`config.mk`:
```
export PLATFORM = sky130hd
export DESIGN_NAME = math_multiplier_booth_radix_4_seq
export DESIGN_NICKNAME = d
export VERILOG_FILES = /design/src/rtl/math_multiplier_booth_radix_4_seq.sv
export SDC_FILE = /design/constraint.sdc
export NUM_CORES = 1
export LEC_CHECK = 0
export CAP_MARGIN = 20
export CORE_MARGIN = 2
export CORE_UTILIZATION = 25
export CTS_BUF_LIST = sky130_fd_sc_hd__clkbuf_16
export CTS_CLUSTER_DIAMETER = 120
export DETAILED_ROUTE_END_ITERATION = 10
export MAX_ROUTING_LAYER = met4
export PLACE_DENSITY = 0.49
export REMOVE_ABC_BUFFERS = 1
export SYNTH_ARGS = -nofsm -noshare
export SYNTH_HDL_FRONTEND = slang
export SYNTH_SLANG_ARGS = --single-unit
export TNS_END_PERCENT = 10
```
`constraint.sdc`:
```
create_clock -name i_clk -period 6.6 [get_ports i_clk]
set_input_delay 1.98 -clock i_clk [delete_from_list [all_inputs] [get_ports i_clk]]
set_output_delay 1.98 -clock i_clk [all_outputs]
set_load 0.02 [all_outputs]
```
`src/rtl/math_multiplier_booth_radix_4_seq.sv`:
```
// rtl/math_multiplier_booth_radix_4_seq.sv - sequential radix-4 Booth multiplier, one digit per clock
// Define MATH_BOOTH_UNSIGNED_EN to add i_unsigned (zero-extended operands, one extra digit).
module math_multiplier_booth_radix_4_seq #(
   parameter int N = 8
) (
   input  logic           i_clk,
   input  logic           i_rst,
   input  logic           i_valid,
   output logic           o_ready,
   input  logic [N-1:0]   i_multiplicand,
   input  logic [N-1:0]   i_multiplier,
`ifdef MATH_BOOTH_UNSIGNED_EN
   input  logic           i_unsigned,
`endif
   output logic           o_valid,
   input  logic           i_ready,
   output logic [2*N-1:0] o_product,
   output logic           o_busy
);

`ifdef MATH_BOOTH_UNSIGNED_EN
   localparam int W = N + 1;
`else
   localparam int W = N;
`endif
   localparam int K  = (W + 1) / 2;
   localparam int YW = 2 * K;
   localparam int PW = 2 * N;
   localparam int CW = $clog2(K + 1);
   localparam logic [CW-1:0] LAST = CW'(K - 1);

   typedef enum logic [1:0] {
      S_IDLE,
      S_BUSY,
      S_DONE
   } state_t;

   state_t          state_q, state_d;
   logic [PW-1:0]   mcand_q, mcand_d;
   logic [YW-1:0]   mplier_q, mplier_d;
   logic            prev_q, prev_d;
   logic [PW-1:0]   acc_q, acc_d;
   logic [CW-1:0]   cnt_q, cnt_d;
   logic            ready_q, busy_q, valid_q;

   logic            ext_zero;
   logic [PW-1:0]   mcand_ext;
   logic [YW-1:0]   mplier_ext;
   logic [PW-1:0]   addend;

`ifdef MATH_BOOTH_UNSIGNED_EN
   assign ext_zero = i_unsigned;
`else
   assign ext_zero = 1'b0;
`endif

   // Extension bit is the operand sign, or zero for unsigned operands.
   always_comb begin
      mcand_ext  = PW'($signed({i_multiplicand[N-1] & ~ext_zero, i_multiplicand}));
      mplier_ext = YW'($signed({i_multiplier[N-1] & ~ext_zero, i_multiplier}));
   end

   // mcand_q is pre-shifted by 2i, so the digit weight is already applied.
   always_comb begin
      addend = '0;
      unique case ({mplier_q[1:0], prev_q})
         3'b001, 3'b010: addend = mcand_q;
         3'b011:         addend = mcand_q << 1;
         3'b100:         addend = -(mcand_q << 1);
         3'b101, 3'b110: addend = -mcand_q;
         default:        addend = '0;
      endcase
   end

   always_comb begin
      state_d  = state_q;
      mcand_d  = mcand_q;
      mplier_d = mplier_q;
      prev_d   = prev_q;
      acc_d    = acc_q;
      cnt_d    = cnt_q;
      case (state_q)
         S_IDLE: begin
            if (i_valid) begin
               state_d  = S_BUSY;
               mcand_d  = mcand_ext;
               mplier_d = mplier_ext;
               prev_d   = 1'b0;
               acc_d    = '0;
               cnt_d    = '0;
            end
         end
         S_BUSY: begin
            acc_d    = acc_q + addend;
            mcand_d  = mcand_q << 2;
            mplier_d = mplier_q >> 2;
            prev_d   = mplier_q[1];
            cnt_d    = cnt_q + 1'b1;
            if (cnt_q == LAST) begin
               state_d = S_DONE;
            end
         end
         S_DONE: begin
            if (i_ready) begin
               state_d = S_IDLE;
            end
         end
         default: state_d = S_IDLE;
      endcase
   end

   always_ff @(posedge i_clk or posedge i_rst) begin
      if (i_rst) begin
         state_q  <= S_IDLE;
         mcand_q  <= '0;
         mplier_q <= '0;
         prev_q   <= 1'b0;
         acc_q    <= '0;
         cnt_q    <= '0;
         ready_q  <= 1'b1;
         busy_q   <= 1'b0;
         valid_q  <= 1'b0;
      end else begin
         state_q  <= state_d;
         mcand_q  <= mcand_d;
         mplier_q <= mplier_d;
         prev_q   <= prev_d;
         acc_q    <= acc_d;
         cnt_q    <= cnt_d;
         ready_q  <= (state_d == S_IDLE);
         busy_q   <= (state_d == S_BUSY);
         valid_q  <= (state_d == S_DONE);
      end
   end

   assign o_ready   = ready_q;
   assign o_busy    = busy_q;
   assign o_valid   = valid_q;
   assign o_product = acc_q;

endmodule
```
==> results_dict.tcl, run 1 <==
set metrics [dict create \
    status "complete, no violations" \
    synth-seq-area-share 0.338 \
    synth_edf_count 0 \
    peakVddDrop_mv 0.145 \
    async_flop_share 1.00 \
    clkSinkCount 49 \
    end_kind "flip-flop" \
    hold_viol 0 \
    vias 3258 \
    power_uw 2390 \
    drive_gt1_frac 0.0505 \
    worstHoldEndpoint "cnt_q[2]" \
    row_count 44 \
    path_common_cell "a21oi_1" \
    firstDrtPassIters 4 \
    post_cts_resized 0 \
    grt_max_degree 48 \
    cp.depth 18 \
    ys_ff_latch 49 \
    pwr_density_cell_nw_per_um2 557 \
    cts_max_level 2 \
    crit_arrival_ps 4550 \
    finalSetupTns_ps 0 \
    slew-limit-headroom 0.360 \
    grt_setup_unrepaired "false" \
    antenna_found_initial 0 \
    track_usage 0.128 \
    crit_type "reg2reg" \
    p_leak_uw 0.00175 \
    n_antenna_cell 0 \
    period_needed_ps 4360 \
    crit_path_start_kind "flip-flop" \
    cap_violations 0 \
    regToRegEndpoint "o_product[15]" \
    postSynthAreaPerCell_um2 8.14 \
    start_util 0.253 \
    syn_area_um2 3630 \
    r2r_start "mcand_q[1]" \
    clk_pin_slew_ps 80 \
    tightest_slew_ps 960 \
    fill_cells 1477 \
    synth_top_flop_cell "dfrtp_1" \
    maxSlewViolCount 0 \
    die_w_um 125 \
    antenna_left 0 \
    fin_crit_sh 0.661 \
    cts_tree "yes" \
    clock.fmax_ghz 0.229 \
    skew_ps 10.6 \
    wl_per_cell_um 15.1 \
    r2r_slack_ps 2240 \
    synth.yosys.warnings 0 \
    grt_pass1_wl_um 15900 \
    synth_cells 446 \
    finalSetupViolations 0 \
    cts_buffers 5 \
    ff2ff_path_depth 18 \
    synthDistinctLibCells 52 \
    cpPeakStageDelay_ps 510 \
    hold_start "cnt_q[2]" \
    syn_to_final_growth_pct 18.4 \
    die_y_um 125 \
    fin_nets 493 \
    cp_num_buf_inv 1 \
    hpwl_um 6850 \
    die_area_um2 15500 \
    path_delay_family "simple AND/OR/NAND/NOR gates" \
    cts_root_buffer "clkbuf_16" \
    path_cells "inv_1 > ha_1 > or3b_4 > or4_4 > nor3_1 > nand2b_1 > xnor2_1 > a221oi_1 > a21oi_1 > ha_1 > a21oi_1 > nor2_1 > a211oi_1 > o21ai_0 > nand2_1 > xnor2_1 > a21oi_1 > o22ai_1" \
    whs_path_depth 2 \
    hold_buffers 0 \
    core_area_um2 14400 \
    grt_pass1_vias 3079 \
    overflow 0 \
    clk_latency_ps 310 \
    crit_required_ps 6790 \
    cp_slowest_cell "dfrtp_1" \
    cts_buffer_depth 2 \
    cts_setup_buffers 0 \
    critPathMaxFanout 8 \
    drc 0 \
    hp-class "reg2reg" \
    initialDrtViolationCount 215 \
    wl_um 9680 \
    port_buffers 38 \
    io_pins 39 \
    vias_per_cell 5.10 \
    gp_congestion 0.835 \
]
[worst max path at each step]
stage	from	end	slack, ps
detailed placement	mcand_q[0]	o_product[15]	2250
global placement	mcand_q[0]	o_product[15]	2310
global route	mcand_q[1]	o_product[15]	1810
floorplan	i_valid	mcand_q[10]	2640
CTS	mcand_q[0]	o_product[15]	2240
finish	mcand_q[1]	o_product[15]	2240
[worst min-delay path: cells and delay by family, from the launching register on]
kind | cells | cell delay [ps]
DFF | 1 | 350
AOI/OAI and AO/OA | 1 | 60
and+or+nand+nor | 1 | 40
[per-layer routing]
layer / global-route usage / share of wire
met2: 0.189 / 0.44
met5: - / 0
met3: 0.0292 / 0.037
met4: 0.0403 / 0.016
met1: 0.175 / 0.51
[final cells by class]
type                            instances  area (um^2)  share of cell area
Tap cell                              184          230              0.0536
Sequential cell                        49         1230               0.286
Clock inverter                          3         28.8             0.00669
Inverter                               10         37.5             0.00873
Multi-Input combinational cell        346         2210               0.513
Clock buffer                            5          125              0.0291
Timing Repair Buffer                   42          443               0.103
[synthesized netlist by cell type, types with 2 or more instances]
master     number  area share
a211oi_1        5       0.010
a21o_1          4      0.0083
a21oi_1        47       0.065
a221oi_1        3      0.0072
a22o_1         11       0.027
a22oi_1        15       0.031
a2bb2oi_1       4      0.0096
a311oi_1        3      0.0072
a31oi_1         2      0.0034
and2_1          4      0.0069
and3_1          2      0.0034
buf_1           3      0.0031
buf_2           4      0.0055
buf_6           2      0.0062
clkbuf_1       32       0.033
dfrtp_1        48        0.33
ha_1           18       0.062
inv_1          10       0.010
mux2i_1         4       0.011
nand2_1        53       0.055
nand2b_1        6       0.010
nand3_1         4      0.0055
nor2_1         23       0.024
nor2b_1        14       0.024
nor3_1          6      0.0083
nor4_1          5      0.0086
o211ai_1        3      0.0062
o21ai_0        54       0.074
o22ai_1         2      0.0034
o31ai_1         5       0.010
or4_1           2      0.0041
xnor2_1        16       0.039
xor2_1         13       0.031
[kinds of logic after synthesis]
logic type	after synthesis	synth area share
AND/OR/NAND/NOR	127	0.169
flip-flops	49	0.338
AO/OA/AOI/OAI	167	0.286
XOR/XNOR	29	0.0699
multiplexers	4	0.0110
buffers and inverters	51	0.0582
adder cells (fa/ha/maj)	19	0.0675
[flip-flops by register name, summed over array words and instances (netlist names)]
| register | cells |
|---|---|
| prev_q | 1 |
| o_product | 16 |
| mplier_q | 8 |
| cnt_q | 3 |
| state_q | 2 |
| o_valid | 1 |
| o_busy | 1 |
| o_ready | 1 |
| mcand_q | 16 |
[where the power goes]
part           total [uW]  switching (uW)  internal (uW)  leakage (uW)
clock                 277             132            146     0.0000763
sequential            648             215            432      0.000626
combinational        1470             810            660       0.00105
total                2390            1160           1240       0.00175
[per-stage QoR]
stage	setup WS, ps	util	cell area [um^2]	std cells	hold WS [ps]
detailed placement	2250	0.286	4110	629	471
floorplan	2640	-	3460	405	450
global placement	2310	0.285	4090	628	465
finish	2240	0.299	4300	639	486
global route	1810	0.299	4300	639	509
CTS	2240	0.297	4260	637	488
[layout by cell type (no fill, tap or decap), types with 4 or more instances in the layout]
| cell | n |
|---|---|
| o21ai_0 | 54 |
| nand2_1 | 53 |
| dfrtp_1 | 48 |
| a21oi_1 | 47 |
| clkdlybuf4s50_1 | 38 |
| nor2_1 | 23 |
| ha_1 | 18 |
| xnor2_1 | 16 |
| a22oi_1 | 15 |
| nor2b_1 | 13 |
| xor2_1 | 13 |
| a22o_1 | 11 |
| inv_1 | 9 |
| nand2b_1 | 6 |
| nor3_1 | 6 |
| nor4_1 | 5 |
| a211oi_1 | 5 |
| o31ai_1 | 5 |
| clkbuf_16 | 5 |
| mux2i_1 | 4 |
| nand3_1 | 4 |
| and2_1 | 4 |
| a2bb2oi_1 | 4 |
| a21o_1 | 4 |
(Power assumes the default switching activity.)
==> inputs of run 2 (changes only) <==
- PLACE_DENSITY: 0.49 -> 0.5
- clock period: 6.6 -> 3.6 ns (I/O delays scaled with it)
==> run 2 against run 1 <==
The flow now finishes with violations (setup timing). Sequential power is 60% higher. Register-to-register slack worse by 2400 ps. Critical path depth stayed put. Fmax is 17% higher. Highest routed layer unchanged. Sequential share of layout area is 3.3 points lower. Core utilization is 3.9 points higher. Flip-flop and latch count stayed put.
==> results_dict.tcl, run 2 (same netlist as run 1, synthesis figures left out) <==
set metrics [dict create \
    status "finished, violations left" \
    failed_checks "setup timing" \
    die_y_um 125 \
    dp_slack_ps -280 \
    fin_nets 557 \
    n_antenna_cell 0 \
    cts_tree "yes" \
    antenna_left 0 \
    wl_met3_um 383 \
    clk_latency_ps 310 \
    start_util 0.253 \
    dp.cells 693 \
    fin_crit_sh 1.03 \
    grt_pass1_vias 3333 \
    port_buffers 38 \
    track_usage 0.136 \
    syn_to_final_growth_pct 33.9 \
    grt_pass1_wl_um 16900 \
    maxSlewViolCount 0 \
    hold_buffers 0 \
    drive_gt1_frac 0.204 \
    p_leak_uw 0.00208 \
    cts_max_level 2 \
    tightest_slew_ps 658 \
    vias_per_cell 4.89 \
    core_area_um2 14400 \
    crit_type "reg2reg" \
    grt_setup_unrepaired "true" \
    crit_arrival_ps 3950 \
    peakVddDrop_mv 0.263 \
    wl_met1_um 4940 \
    fin_ws_ps -124 \
    final_common_cell "buf_4" \
    gp_congestion 0.800 \
    skew_ps 11.3 \
    clkSinkCount 49 \
    overflow 0 \
    crit_required_ps 3830 \
    final_cell_mix "buf_4 (68), nand2_1 (53), o21ai_0 (50), dfrtp_1 (48), a21oi_1 (42)" \
    end_kind "flip-flop" \
    placed_area_um2 4580 \
    die_w_um 125 \
    antenna_found_initial 0 \
    period_needed_ps 3720 \
    io_pins 39 \
    highest_layer "met4" \
    hold_viol 0 \
    whs_ps 487 \
    pwr_density_cell_nw_per_um2 1050 \
    vias 3440 \
    power_uw 5110 \
    wl_um 10100 \
    initialDrtViolationCount 231 \
    wl_met2_um 4620 \
    hp-class "reg2reg" \
    cap_violations 0 \
    clock.fmax_ghz 0.268 \
    die_area_um2 15500 \
    final_cell_count_no_fill 703 \
    fin_area_um2 4860 \
    firstDrtPassIters 4 \
    slew-limit-headroom 0.562 \
    critPathMaxFanout 4 \
    clk_pin_slew_ps 80 \
    wl_per_cell_um 14.3 \
    cts_root_buffer "clkbuf_16" \
    drc 0 \
    crit_path_start_kind "flip-flop" \
    finalSetupViolations 3 \
    cts_buffers 5 \
    grt_max_degree 27 \
    hpwl_um 7520 \
    row_count 44 \
    cts_buffer_depth 2 \
]
-- run 2: changes by cell type in the layout (fill, tap and decap cells not counted), moves of 2 or more --
| cell | previous run | this run |
|---|---|---|
| a21oi_1 | 47 | 42 |
| xnor2_1 | 16 | 14 |
| inv_1 | 9 | 7 |
| nor2_2 | 0 | 2 |
| buf_4 | 1 | 68 |
| a21oi_2 | 0 | 5 |
| o21ai_1 | 0 | 4 |
| nor2_1 | 23 | 21 |
| xnor2_2 | 0 | 2 |
| inv_2 | 1 | 3 |
| o21ai_0 | 54 | 50 |
| buf_12 | 2 | 0 |
-- run 2: where the power goes --
part | internal, uW | switching (uW) | total [uW]
registers | 794 | 248 | 1040
logic | 1730 | 1830 | 3560
clock network | 267 | 244 | 511
total | 2790 | 2320 | 5110
-- run 2: critical path, stage by stage (launching register included) --
cell and delay [ps]:
dfrtp_1 390, inv_2 90, ha_4 130, or3b_4 370, or4_4 470, or3_4 350, and2_4 170, xnor2_2 120
o221a_2 280, a21oi_2 100, ha_1 270, nand2_1 80, nor2_1 40, a211oi_2 170, nand4b_1 120, nand2_1 130
xnor2_2 130, a21oi_1 80, o22ai_1 120
-- run 2: final cells by class --
type / count / area (um^2)
Timing Repair Buffer: 106 / 891
Clock inverter: 3 / 28.8
Tap cell: 184 / 230
Clock buffer: 5 / 125
Inverter: 10 / 37.5
Sequential cell: 49 / 1230
Fill cell: 1482 / 9510
Multi-Input combinational cell: 346 / 2320
-- run 2: metrics by stage --
stage	setup TNS (ps)	util
2_1_floorplan	-461	-
6_report	-232	0.338
3_3_place_gp	-601	0.319
3_5_place_dp	-937	0.319
5_1_grt	-1570	0.338
4_1_cts	-565	0.334
-- run 2: per-layer routing --
metal | vias up | global-route usage
li1 | 1744 | -
met1 | 1614 | 0.189
met2 | 74 | 0.209
met3 | 8 | 0.0236
met4 | 0 | 0.0317
met5 | - | -
-- run 2: what timing repair did --
action	in CTS	in global routing
endpoints found under the setup margin	6	7
gates resized for setup	16	12
endpoints found under the hold margin	0	0
buffers inserted	1	1
pin swaps	7	6
-- run 2: final timing paths --
kind	startpoint	to	slack (ps)	cells after the start
worst max-delay path	mcand_q[0]	o_product[15]	-120	18
worst min-delay path	cnt_q[2]	cnt_q[2]	490	2
worst max register to register	mcand_q[0]	o_product[15]	-120	18
worst min register to register	cnt_q[2]	cnt_q[2]	490	2
max in group asynchronous	i_rst	o_ready	2030	3
min in group asynchronous	i_rst	mplier_q[3]	990	2
==> inputs of run 3 (changes only) <==
- ABC_AREA: not set -> 1
==> run 3 against run 2 <==
The flow now finishes without violations. Area after synthesis is 7.3% lower. Synthesized cell count is 2.2% higher. Wire length decreased by 12%. Via count down 8.3%. Cell count is 4.8% lower. Die area is 7.1% lower. Clock skew decreased by 3.4 ps. Hold slack gained 1.4 ps. Critical path type unchanged.
==> results_dict.tcl, run 3 <==
set metrics [dict create \
    antenna_left 0 \
    syn_to_final_growth_pct 22.2 \
    final_util 0.312 \
    drc 0 \
    gp_congestion 0.917 \
    finalSetupTns_ps 0 \
    synth_top_family_by_area "simple AND/OR/NAND/NOR gates" \
    cts_root_buffer "clkbuf_16" \
    maxSlewViolCount 0 \
    vias_per_cell 4.71 \
    crit_required_ps 3830 \
    synthMuxAreaShare 0 \
    start_util 0.255 \
    drive_gt1_frac 0.0811 \
    cts_tree "yes" \
    overflow 0 \
    synthDistinctLibCells 38 \
    ys_ff_latch 49 \
    grt_max_degree 35 \
    row_count 42 \
    clock.fmax_ghz 0.333 \
    io_pins 39 \
    netlist.area_leader.share 0.357 \
    antenna_found_initial 0 \
    synth_cells 456 \
    final_cell_mix "nand2_1 (110), dfrtp_1 (48), o21ai_0 (42), inv_1 (41), nor2_1 (41)" \
    synth_edf_count 0 \
    die_y_um 120 \
    path_delay_family "compound AO/OA/AOI/OAI gates" \
    crit_type "reg2reg" \
    synth_top_flop_cell "dfrtp_1" \
    synth-seq-area-share 0.365 \
    cts_setup_buffers 0 \
    hp-class "reg2reg" \
    tightest_slew_ps 785 \
    highest_layer "met4" \
    multiInputGateArea_um2 1900 \
    cts_max_level 2 \
    syn_area_um2 3370 \
    slew-limit-headroom 0.476 \
    hpwl_um 6600 \
    seq_area_um2 1230 \
    yosysMostFrequentCell "nand2_1" \
    wl_um 8890 \
    hold_viol 0 \
    period_needed_ps 3010 \
    cts_buffer_depth 2 \
    n_antenna_cell 0 \
    clk_pin_slew_ps 70 \
    skew_ps 7.83 \
    yosysTopAreaCell "dfrtp_1" \
    crit_path_start_kind "flip-flop" \
    cp_num_buf_inv 1 \
    postSynthAreaPerCell_um2 7.38 \
    finalSetupViolations 0 \
    hold_buffers 0 \
    post_cts_resized 0 \
    cap_violations 0 \
    synth_area_leaders "dfrtp_1 (36%), nand2_1 (12%), ha_1 (6.7%), o21ai_0 (6.2%), inv_1 (4.6%)" \
    path_cells "inv_2 > nand2_1 > nand3_1 > o22ai_1 > a221o_1 > ha_1 > a21oi_1 > o21ai_0 > a21oi_1 > o21ai_0 > a21oi_1 > o21ai_0 > nand2_1" \
    yosys.area_share.simple 0.241 \
    firstDrtPassIters 4 \
    grt_setup_unrepaired "false" \
    clkSinkCount 49 \
    synth_fa_ha_area_frac 0.0729 \
    wl_per_cell_um 13.3 \
    synth_compound_area_frac 0.220 \
    core_area_um2 13200 \
    final_common_cell "nand2_1" \
    die_area_um2 14400 \
    dp.cells 661 \
    grt_pass1_vias 3015 \
    wl_met1_um 4290 \
    fin_nets 531 \
    synth.yosys.warnings 0 \
    cpPeakStageDelay_ps 450 \
    track_usage 0.131 \
    wl_met3_um 411 \
    async_flop_share 1.00 \
    vias 3153 \
    fin_crit_sh 0.835 \
    status "complete, no violations" \
    critPathMaxFanout 15 \
    grt_pass1_wl_um 14800 \
    cts_buffers 5 \
    final_cell_count_no_fill 669 \
    end_kind "flip-flop" \
    die_w_um 120 \
    synth-xor-area-share 0.0286 \
    initialDrtViolationCount 126 \
    fill_cells 1417 \
    clk_latency_ps 290 \
    port_buffers 38 \
    cp_slowest_cell "nand3_1" \
    wl_met2_um 4140 \
    crit_arrival_ps 3240 \
    synth_top_cells_by_count "nand2_1 (110), dfrtp_1 (48), o21ai_0 (42), inv_1 (41), nor2_1 (41)" \
]
## run 3: cell count changes in the layout (fill, tap and decap cells not counted), sizes merged, moves of 6 or more
| cell | delta |
|---|---|
| nand2 | +61 |
| o22ai | +10 |
| a211oi | -6 |
| a22o | -8 |
| buf | -63 |
| xnor2 | -15 |
| nand3 | +15 |
| nor2 | +27 |
| a21oi | -19 |
| nor2b | -14 |
| inv | +38 |
## run 3: final timing paths
kind	from	to	slack, ps	depth (start not counted)
max	mplier_q[0]	o_product[14]	590	13
min	cnt_q[0]	cnt_q[0]	490	1
max reg2reg	mplier_q[0]	o_product[14]	590	13
min reg2reg	cnt_q[0]	cnt_q[0]	490	1
max in group asynchronous	i_rst	mcand_q[15]	1780	3
min in group asynchronous	i_rst	o_busy	1200	2
## run 3: area by class of cell
type | count | area share
multi-input combinational | 344 | 0.461
sequential | 49 | 0.298
timing repair buffer | 43 | 0.102
tap | 176 | 0.0535
inverter | 49 | 0.0447
clock buffer | 5 | 0.0304
clock inverter | 3 | 0.0103
## run 3: metrics by stage
stage	hold WS (ps)	instance area, um^2	setup slack [ps]
2_1_floorplan	450	3300	470
3_3_place_gp	464	3950	680
3_5_place_dp	474	3950	623
4_1_cts	488	4110	601
5_1_grt	511	4110	230
6_report	488	4110	593
## run 3: worst register-to-register path: stages, from the launching register on
cell and delay, ps:
dfrtp_1 400, inv_2 60, nand2_1 80, nand3_1 450, o22ai_1 140, a221o_1 300
ha_1 340, a21oi_1 260, o21ai_0 130, a21oi_1 320, o21ai_0 170, a21oi_1 140
o21ai_0 110, nand2_1 60
## run 3: cell families after synthesis
| logic type | after synthesis |
|---|---|
| simple gates | 190 |
| flops | 49 |
| compound gates | 124 |
| fa+ha+maj | 19 |
| xor+xnor | 11 |
| buf+inv | 63 |
## run 3: metal layers
metal | vias to the layer above | track usage
met5 | - | -
met4 | 0 | 0.0221
met3 | 2 | 0.0276
met2 | 57 | 0.206
met1 | 1476 | 0.178
li1 | 1618 | -
Power of run 3 is not shown: default switching activity piles up to over one toggle a cycle in this logic, so the estimate is an artifact.
